--- config.mk ---
export PLATFORM = sky130hd
export DESIGN_NAME = hazard_forward_ctrl_flat
export DESIGN_NICKNAME = d
export VERILOG_FILES = /design/src/rtl/hazard_forward_ctrl_pkg.sv /design/src/rtl/hazard_forward_ctrl_if.sv /design/src/rtl/hazard_forward_ctrl_fwd_select.sv /design/src/rtl/hazard_forward_ctrl.sv /design/src/flat_wrapper.sv
export SDC_FILE = /design/constraint.sdc
export NUM_CORES = 1
export LEC_CHECK = 0
export CAP_MARGIN = 20
export CORE_AREA = 2 2 77 60
export CTS_BUF_LIST = sky130_fd_sc_hd__clkbuf_8
export CTS_CLUSTER_DIAMETER = 80
export DETAILED_ROUTE_END_ITERATION = 8
export DIE_AREA = 0 0 79 62
export GPL_TIMING_DRIVEN = 0
export MAX_ROUTING_LAYER = met4
export PLACE_DENSITY = 0.53
export SLEW_MARGIN = 25
export SYNTH_ARGS = -nofsm -noshare
export SYNTH_HDL_FRONTEND = slang
export SYNTH_HIERARCHICAL = 1
export SYNTH_SLANG_ARGS = --single-unit
export TNS_END_PERCENT = 100
--- constraint.sdc ---
create_clock -name clk -period 3.4 [get_ports clk]
set_input_delay 0.68 -clock clk [delete_from_list [all_inputs] [get_ports clk]]
set_output_delay 0.68 -clock clk [all_outputs]
set_load 0.005 [all_outputs]
--- src/rtl/hazard_forward_ctrl_pkg.sv ---
// Shared select codes, register-index constants and the pipeline tracking-entry type
// for the hazard/forwarding controller.
package hazard_forward_ctrl_pkg;

  localparam int RA_W = 5;

  typedef logic [1:0] fwd_sel_t;
  localparam fwd_sel_t FWD_REG = 2'b00;
  localparam fwd_sel_t FWD_MEM = 2'b01;
  localparam fwd_sel_t FWD_WB  = 2'b10;

  localparam logic [RA_W-1:0] REG_ZERO = '0;

  typedef struct packed {
    logic            valid;
    logic [RA_W-1:0] rd;
    logic            regwrite;
    logic            memread;
  } trk_entry_t;

  localparam trk_entry_t TRK_BUBBLE = '0;

endpackage

--- src/rtl/hazard_forward_ctrl_if.sv ---
// ID-stage decode bundle in, EX forwarding selects and stall/flush out.
// master = pipeline side driving decode info, slave = hazard controller.
interface hazard_forward_ctrl_if #(
  parameter int REG_ADDR_W = hazard_forward_ctrl_pkg::RA_W
);
  logic                  hold;
  logic                  id_valid;
  logic [REG_ADDR_W-1:0] id_rs1;
  logic [REG_ADDR_W-1:0] id_rs2;
  logic                  id_rs1_used;
  logic                  id_rs2_used;
  logic [REG_ADDR_W-1:0] id_rd;
  logic                  id_regwrite;
  logic                  id_memread;
  logic                  branch_taken;
  logic [1:0]            fwd_a;
  logic [1:0]            fwd_b;
  logic                  stall;
  logic                  flush;

  modport master (
    output hold, id_valid, id_rs1, id_rs2, id_rs1_used, id_rs2_used,
           id_rd, id_regwrite, id_memread, branch_taken,
    input  fwd_a, fwd_b, stall, flush
  );

  modport slave (
    input  hold, id_valid, id_rs1, id_rs2, id_rs1_used, id_rs2_used,
           id_rd, id_regwrite, id_memread, branch_taken,
    output fwd_a, fwd_b, stall, flush
  );
endinterface

--- src/rtl/hazard_forward_ctrl_fwd_select.sv ---
// Pure compare of one source register against the EX and MEM producers; zero latency.
// Newest producer (EX) wins; x0 and unused sources always select the register file.
module fwd_select
  import hazard_forward_ctrl_pkg::*;
(
  input  logic [RA_W-1:0] i_rs,
  input  logic            i_used,
  input  trk_entry_t      i_ex_e,
  input  trk_entry_t      i_mem_e,
  output fwd_sel_t        o_sel
);

  always_comb begin
    o_sel = FWD_REG;
    if (i_used && (i_rs != REG_ZERO)) begin
      if (i_ex_e.valid && i_ex_e.regwrite && (i_ex_e.rd == i_rs)) begin
        o_sel = FWD_MEM;
      end else if (i_mem_e.valid && i_mem_e.regwrite && (i_mem_e.rd == i_rs)) begin
        o_sel = FWD_WB;
      end
    end
  end

endmodule

--- src/rtl/hazard_forward_ctrl.sv ---
// Hazard controller: ID-cycle compare registered into EX selects (1 cycle); stall/flush are
// combinational. hold freezes all state and masks stall/flush. HAZARD_STATS_EN adds counters.
module hazard_forward_ctrl
  import hazard_forward_ctrl_pkg::*;
#(
  parameter int REG_ADDR_W = RA_W
) (
  input  logic                  clk,
  input  logic                  rst,
  hazard_forward_ctrl_if.slave  bus
`ifdef HAZARD_STATS_EN
  ,
  output logic [31:0]           stall_count,
  output logic [31:0]           flush_count
`endif
);

  if (REG_ADDR_W != RA_W) begin : g_width_check
    $error("REG_ADDR_W must match hazard_forward_ctrl_pkg::RA_W");
  end

  trk_entry_t r_ex_e;
  trk_entry_t r_mem_e;
  trk_entry_t r_wb_e;
  fwd_sel_t   r_fwd_a;
  fwd_sel_t   r_fwd_b;

  trk_entry_t w_id_e;
  fwd_sel_t   w_sel_a;
  fwd_sel_t   w_sel_b;
  logic       w_load_use;
  logic       w_bubble;

  always_comb begin
    w_id_e          = TRK_BUBBLE;
    w_id_e.valid    = bus.id_valid;
    w_id_e.rd       = bus.id_rd;
    w_id_e.regwrite = bus.id_regwrite;
    w_id_e.memread  = bus.id_memread;
  end

  // A taken branch kills the consumer anyway, so it suppresses the load-use stall.
  assign w_load_use = bus.id_valid & r_ex_e.valid & r_ex_e.memread & (r_ex_e.rd != REG_ZERO)
                    & ((bus.id_rs1_used & (bus.id_rs1 == r_ex_e.rd))
                     | (bus.id_rs2_used & (bus.id_rs2 == r_ex_e.rd)))
                    & ~bus.branch_taken;

  assign w_bubble = w_load_use | bus.branch_taken | ~bus.id_valid;

  fwd_select u_fwd_a (
    .i_rs    (bus.id_rs1),
    .i_used  (bus.id_rs1_used),
    .i_ex_e  (r_ex_e),
    .i_mem_e (r_mem_e),
    .o_sel   (w_sel_a)
  );

  fwd_select u_fwd_b (
    .i_rs    (bus.id_rs2),
    .i_used  (bus.id_rs2_used),
    .i_ex_e  (r_ex_e),
    .i_mem_e (r_mem_e),
    .o_sel   (w_sel_b)
  );

  always_ff @(posedge clk or posedge rst) begin
    if (rst) begin
      r_ex_e  <= TRK_BUBBLE;
      r_mem_e <= TRK_BUBBLE;
      r_wb_e  <= TRK_BUBBLE;
      r_fwd_a <= FWD_REG;
      r_fwd_b <= FWD_REG;
    end else if (!bus.hold) begin
      r_wb_e  <= r_mem_e;
      r_mem_e <= r_ex_e;
      r_ex_e  <= w_bubble ? TRK_BUBBLE : w_id_e;
      r_fwd_a <= w_bubble ? FWD_REG : w_sel_a;
      r_fwd_b <= w_bubble ? FWD_REG : w_sel_b;
    end
  end

  assign bus.fwd_a = r_fwd_a;
  assign bus.fwd_b = r_fwd_b;
  assign bus.stall = w_load_use & ~bus.hold;
  assign bus.flush = bus.branch_taken & ~bus.hold;

`ifdef HAZARD_STATS_EN
  logic [31:0] r_stall_cnt;
  logic [31:0] r_flush_cnt;

  always_ff @(posedge clk or posedge rst) begin
    if (rst) begin
      r_stall_cnt <= '0;
      r_flush_cnt <= '0;
    end else begin
      if (bus.stall) r_stall_cnt <= r_stall_cnt + 32'd1;
      if (bus.flush) r_flush_cnt <= r_flush_cnt + 32'd1;
    end
  end

  assign stall_count = r_stall_cnt;
  assign flush_count = r_flush_cnt;
`endif

endmodule

--- src/flat_wrapper.sv ---
// flat-port wrapper written by rule: the top's interface ports become plain ports
module hazard_forward_ctrl_flat import hazard_forward_ctrl_pkg::*;
#(
  parameter int REG_ADDR_W = RA_W
)
  (clk, rst, bus_hold, bus_id_valid, bus_id_rs1, bus_id_rs2, bus_id_rs1_used, bus_id_rs2_used, bus_id_rd, bus_id_regwrite, bus_id_memread, bus_branch_taken, bus_fwd_a, bus_fwd_b, bus_stall, bus_flush);
  hazard_forward_ctrl_if #(.REG_ADDR_W(REG_ADDR_W)) bus_i ();
  input  logic clk;
  input  logic rst;
  input wire logic [$bits(bus_i.hold)-1:0] bus_hold;
  input wire logic [$bits(bus_i.id_valid)-1:0] bus_id_valid;
  input wire logic [$bits(bus_i.id_rs1)-1:0] bus_id_rs1;
  input wire logic [$bits(bus_i.id_rs2)-1:0] bus_id_rs2;
  input wire logic [$bits(bus_i.id_rs1_used)-1:0] bus_id_rs1_used;
  input wire logic [$bits(bus_i.id_rs2_used)-1:0] bus_id_rs2_used;
  input wire logic [$bits(bus_i.id_rd)-1:0] bus_id_rd;
  input wire logic [$bits(bus_i.id_regwrite)-1:0] bus_id_regwrite;
  input wire logic [$bits(bus_i.id_memread)-1:0] bus_id_memread;
  input wire logic [$bits(bus_i.branch_taken)-1:0] bus_branch_taken;
  output wire logic [$bits(bus_i.fwd_a)-1:0] bus_fwd_a;
  output wire logic [$bits(bus_i.fwd_b)-1:0] bus_fwd_b;
  output wire logic [$bits(bus_i.stall)-1:0] bus_stall;
  output wire logic [$bits(bus_i.flush)-1:0] bus_flush;
  assign bus_i.hold = bus_hold;
  assign bus_i.id_valid = bus_id_valid;
  assign bus_i.id_rs1 = bus_id_rs1;
  assign bus_i.id_rs2 = bus_id_rs2;
  assign bus_i.id_rs1_used = bus_id_rs1_used;
  assign bus_i.id_rs2_used = bus_id_rs2_used;
  assign bus_i.id_rd = bus_id_rd;
  assign bus_i.id_regwrite = bus_id_regwrite;
  assign bus_i.id_memread = bus_id_memread;
  assign bus_i.branch_taken = bus_branch_taken;
  assign bus_fwd_a = bus_i.fwd_a;
  assign bus_fwd_b = bus_i.fwd_b;
  assign bus_stall = bus_i.stall;
  assign bus_flush = bus_i.flush;
  hazard_forward_ctrl #(.REG_ADDR_W(REG_ADDR_W)) u_core (.clk(clk), .rst(rst), .bus(bus_i));
endmodule
==> results.sh <==
export IMPL_pwr_share_clk_pct=26.5
export IMPL_regToRegSetupSlack_ps=1520
export IMPL_yosys_warnings=6
export IMPL_worst_path_largest_cell_delay_ps=570
export IMPL_slowest_stage="clkdlybuf4s50_1"
export IMPL_clock_latency_ps=250
export IMPL_cts_buffer_depth=2
export IMPL_drc=0
export IMPL_whs_ps=504
export IMPL_path_max_fanout=4
export IMPL_p_per_area_nw_per_um2=347
export IMPL_setup_viol=0
export IMPL_rsz0062_at_grt="no"
export IMPL_fin_nets=184
export IMPL_cp_depth=6
export IMPL_min_path_cells=2
export IMPL_grt_pass1_wl_mm=5.71
export IMPL_worstReg2RegStart="u_core/r_ex_e[2]"
export IMPL_drt_iter0_markers=61
export IMPL_drt_first_pass_iters=4
export IMPL_synth_area_um2=1250
export IMPL_rr_worst_depth=5
export IMPL_grt_ovfl_total=0
export IMPL_cp_cell_sequence="clkdlybuf4s50_1 -> xnor2_1 -> nand4_1 -> o22ai_2 -> nor4b_1 -> clkdlybuf4s50_1"
export IMPL_fmax_ghz=0.304
export IMPL_root_buffer="clkbuf_8"
export IMPL_drive_gt1_share_pct=12.6
export IMPL_groute_usage_overall_pct=16.0
export IMPL_vias_per_cell=5.10
export IMPL_fill_cells=433
export IMPL_worst_hold_startpoint="u_core/bus.fwd_b[0]"
export IMPL_seqCellArea_um2=475
export IMPL_netlist_instances=125
export IMPL_synth_nets=149
export IMPL_rows=21
export IMPL_startpoint_type="primary input"
export IMPL_antennaDiodeCount=0
export IMPL_io_pins=30
export IMPL_start_util_pct=29.3
export IMPL_drt_wl_total_mm=3.37
export IMPL_internal_power_mw=0.408
export IMPL_dp_final_hpwl_mm=2.60
export IMPL_r2r_end="u_core/bus.fwd_a[1]"
export IMPL_final_cells=216
export IMPL_final_cell_mix="clkdlybuf4s50_1, xnor2_1, dfrtp_1"
export IMPL_hold_violations=0
export IMPL_grt_max_degree=20
export IMPL_fp_dieH_um=62
export IMPL_crit_buf_inv=2
export IMPL_critPathKind="in -> out"
export IMPL_vdd_drop_max_mv=0.140
export IMPL_comb_power_share_pct=24.9
export IMPL_min_to="u_core/bus.fwd_b[0]"
export IMPL_fin_area_um2=1670
export IMPL_h_tree_depth=1
export IMPL_status="complete, no violations"
export IMPL_slew_headroom_pct=49.1
export IMPL_cts_sinks=19
export IMPL_wl_per_cell_um=15.6
export IMPL_synth_avg_cell_area_um2=9.98
export IMPL_core_um2=4260
export IMPL_hold_class="reg -> reg"
export IMPL_multi_input_area_um2=738
export IMPL_cts_buffers=3
export IMPL_antenna_found_initial=0
export IMPL_leakage_nw=0.618
export IMPL_p_sw_mw=0.171
export IMPL_fin_crit_sh_pct=96.8
export IMPL_vias=1102
export IMPL_fp_dieW_um=79
export IMPL_p_seq_share_pct=48.7
export IMPL_cp_required_ps=2720
export IMPL_grt_pass1_vias=1145
export IMPL_place_area_um2=1610
export IMPL_finalClockSkew_ps=2.68
export IMPL_worst_pin_slew_ps=763
export IMPL_period_needed_ps=3290
export IMPL_holdBufCountCts=0
export IMPL_finalSetupTns_ps=0
export IMPL_crit_top_cell="clkdlybuf4s50_1"
export IMPL_dp_cells=211
export IMPL_area_growth_pct=33.9
export IMPL_cpLargestDelayFamily="buffers and inverters"
export IMPL_layout_commonest_cell="clkdlybuf4s50_1"
export IMPL_cts_tree="done"
export IMPL_drtAntennaViolNets=0
export IMPL_dieArea_um2=4900
export IMPL_slew_violations=0
export IMPL_gp_congestion=0.793
export IMPL_cp_arrival_ps=2610
export IMPL_drv_cap=0
export IMPL_switching_share_pct=29.5
export IMPL_endpoint_kind="primary output"
export IMPL_cts_clk_slew_worst_paths_ps=70
export IMPL_port_buffers=29
==> sequential cells by signal (all words and copies together), names as in the netlist <==
| signal | count |
|---|---|
| u_core/r_ex_e | 8 |
| u_core/r_mem_e | 7 |
| u_core/bus.fwd_a | 2 |
| u_core/bus.fwd_b | 2 |
==> tightest hold or removal path, stage by stage, from the launching register on <==
cell and delay [ps]:
dfrtp_1 350, a32oi_1 50, o21ai_1 70
==> power groups by stage <==
stage | combinational (mW) | clock [mW] | sequential [mW]
finish | 0.144 | 0.153 | 0.282
global route | 0.160 | 0.166 | 0.286
CTS | 0.143 | 0.159 | 0.282
detailed placement | 0.142 | 0 | 0.286
global placement | 0.137 | 0 | 0.286
floorplan | 0.0875 | 0 | 0.274
==> what timing repair did <==
action | in CTS | in global routing
pin swaps | 0 | 1
resized for setup | 1 | 1
buffers inserted | 0 | 1
endpoints found under the setup margin | 1 | 1
==> worst max path at each step <==
| stage | from | to | slack (ps) |
|---|---|---|---|
| CTS | bus_id_rs2[1] | bus_stall | 50 |
| global placement | bus_id_rs2[1] | bus_stall | -10 |
| global route | bus_id_rs2[2] | bus_stall | 4 |
| detailed placement | bus_id_rs2[1] | bus_stall | 4 |
| floorplan | u_core/r_ex_e[2] | bus_stall | 1280 |
| finish | bus_id_rs2[2] | bus_stall | 110 |
==> through the flow <==
stage               power [mW]  setup slack [ps]  util [%]
floorplan                0.362              1280         -
detailed placement       0.428              4.12      37.8
CTS                      0.585              52.4      39.0
global placement         0.423             -12.3      37.8
finish                   0.579               108      39.2
global route             0.611              4.10      39.2
==> layout make-up <==
| class | instances | share of cell area [%] |
|---|---|---|
| clock inverter | 1 | 0.225 |
| multi-input combinational | 98 | 44.2 |
| timing repair buffer | 30 | 18.0 |
| clock buffer | 3 | 2.47 |
| sequential | 19 | 28.5 |
| buffer | 6 | 1.95 |
| inverter | 2 | 0.449 |
| tap | 57 | 4.27 |
==> per-layer routing <==
layer | track usage, % | up-vias | part of all wire, % | wire [µm]
met2 | 24.8 | 31 | 46 | 1540
li1 | - | 533 | - | -
met4 | 4.43 | 0 | 1.2 | 40
met1 | 21.5 | 534 | 49 | 1640
met5 | - | - | 0 | 0
met3 | 3.32 | 4 | 4.4 | 149
No activity file was read; power rests on OpenSTA's default activity.
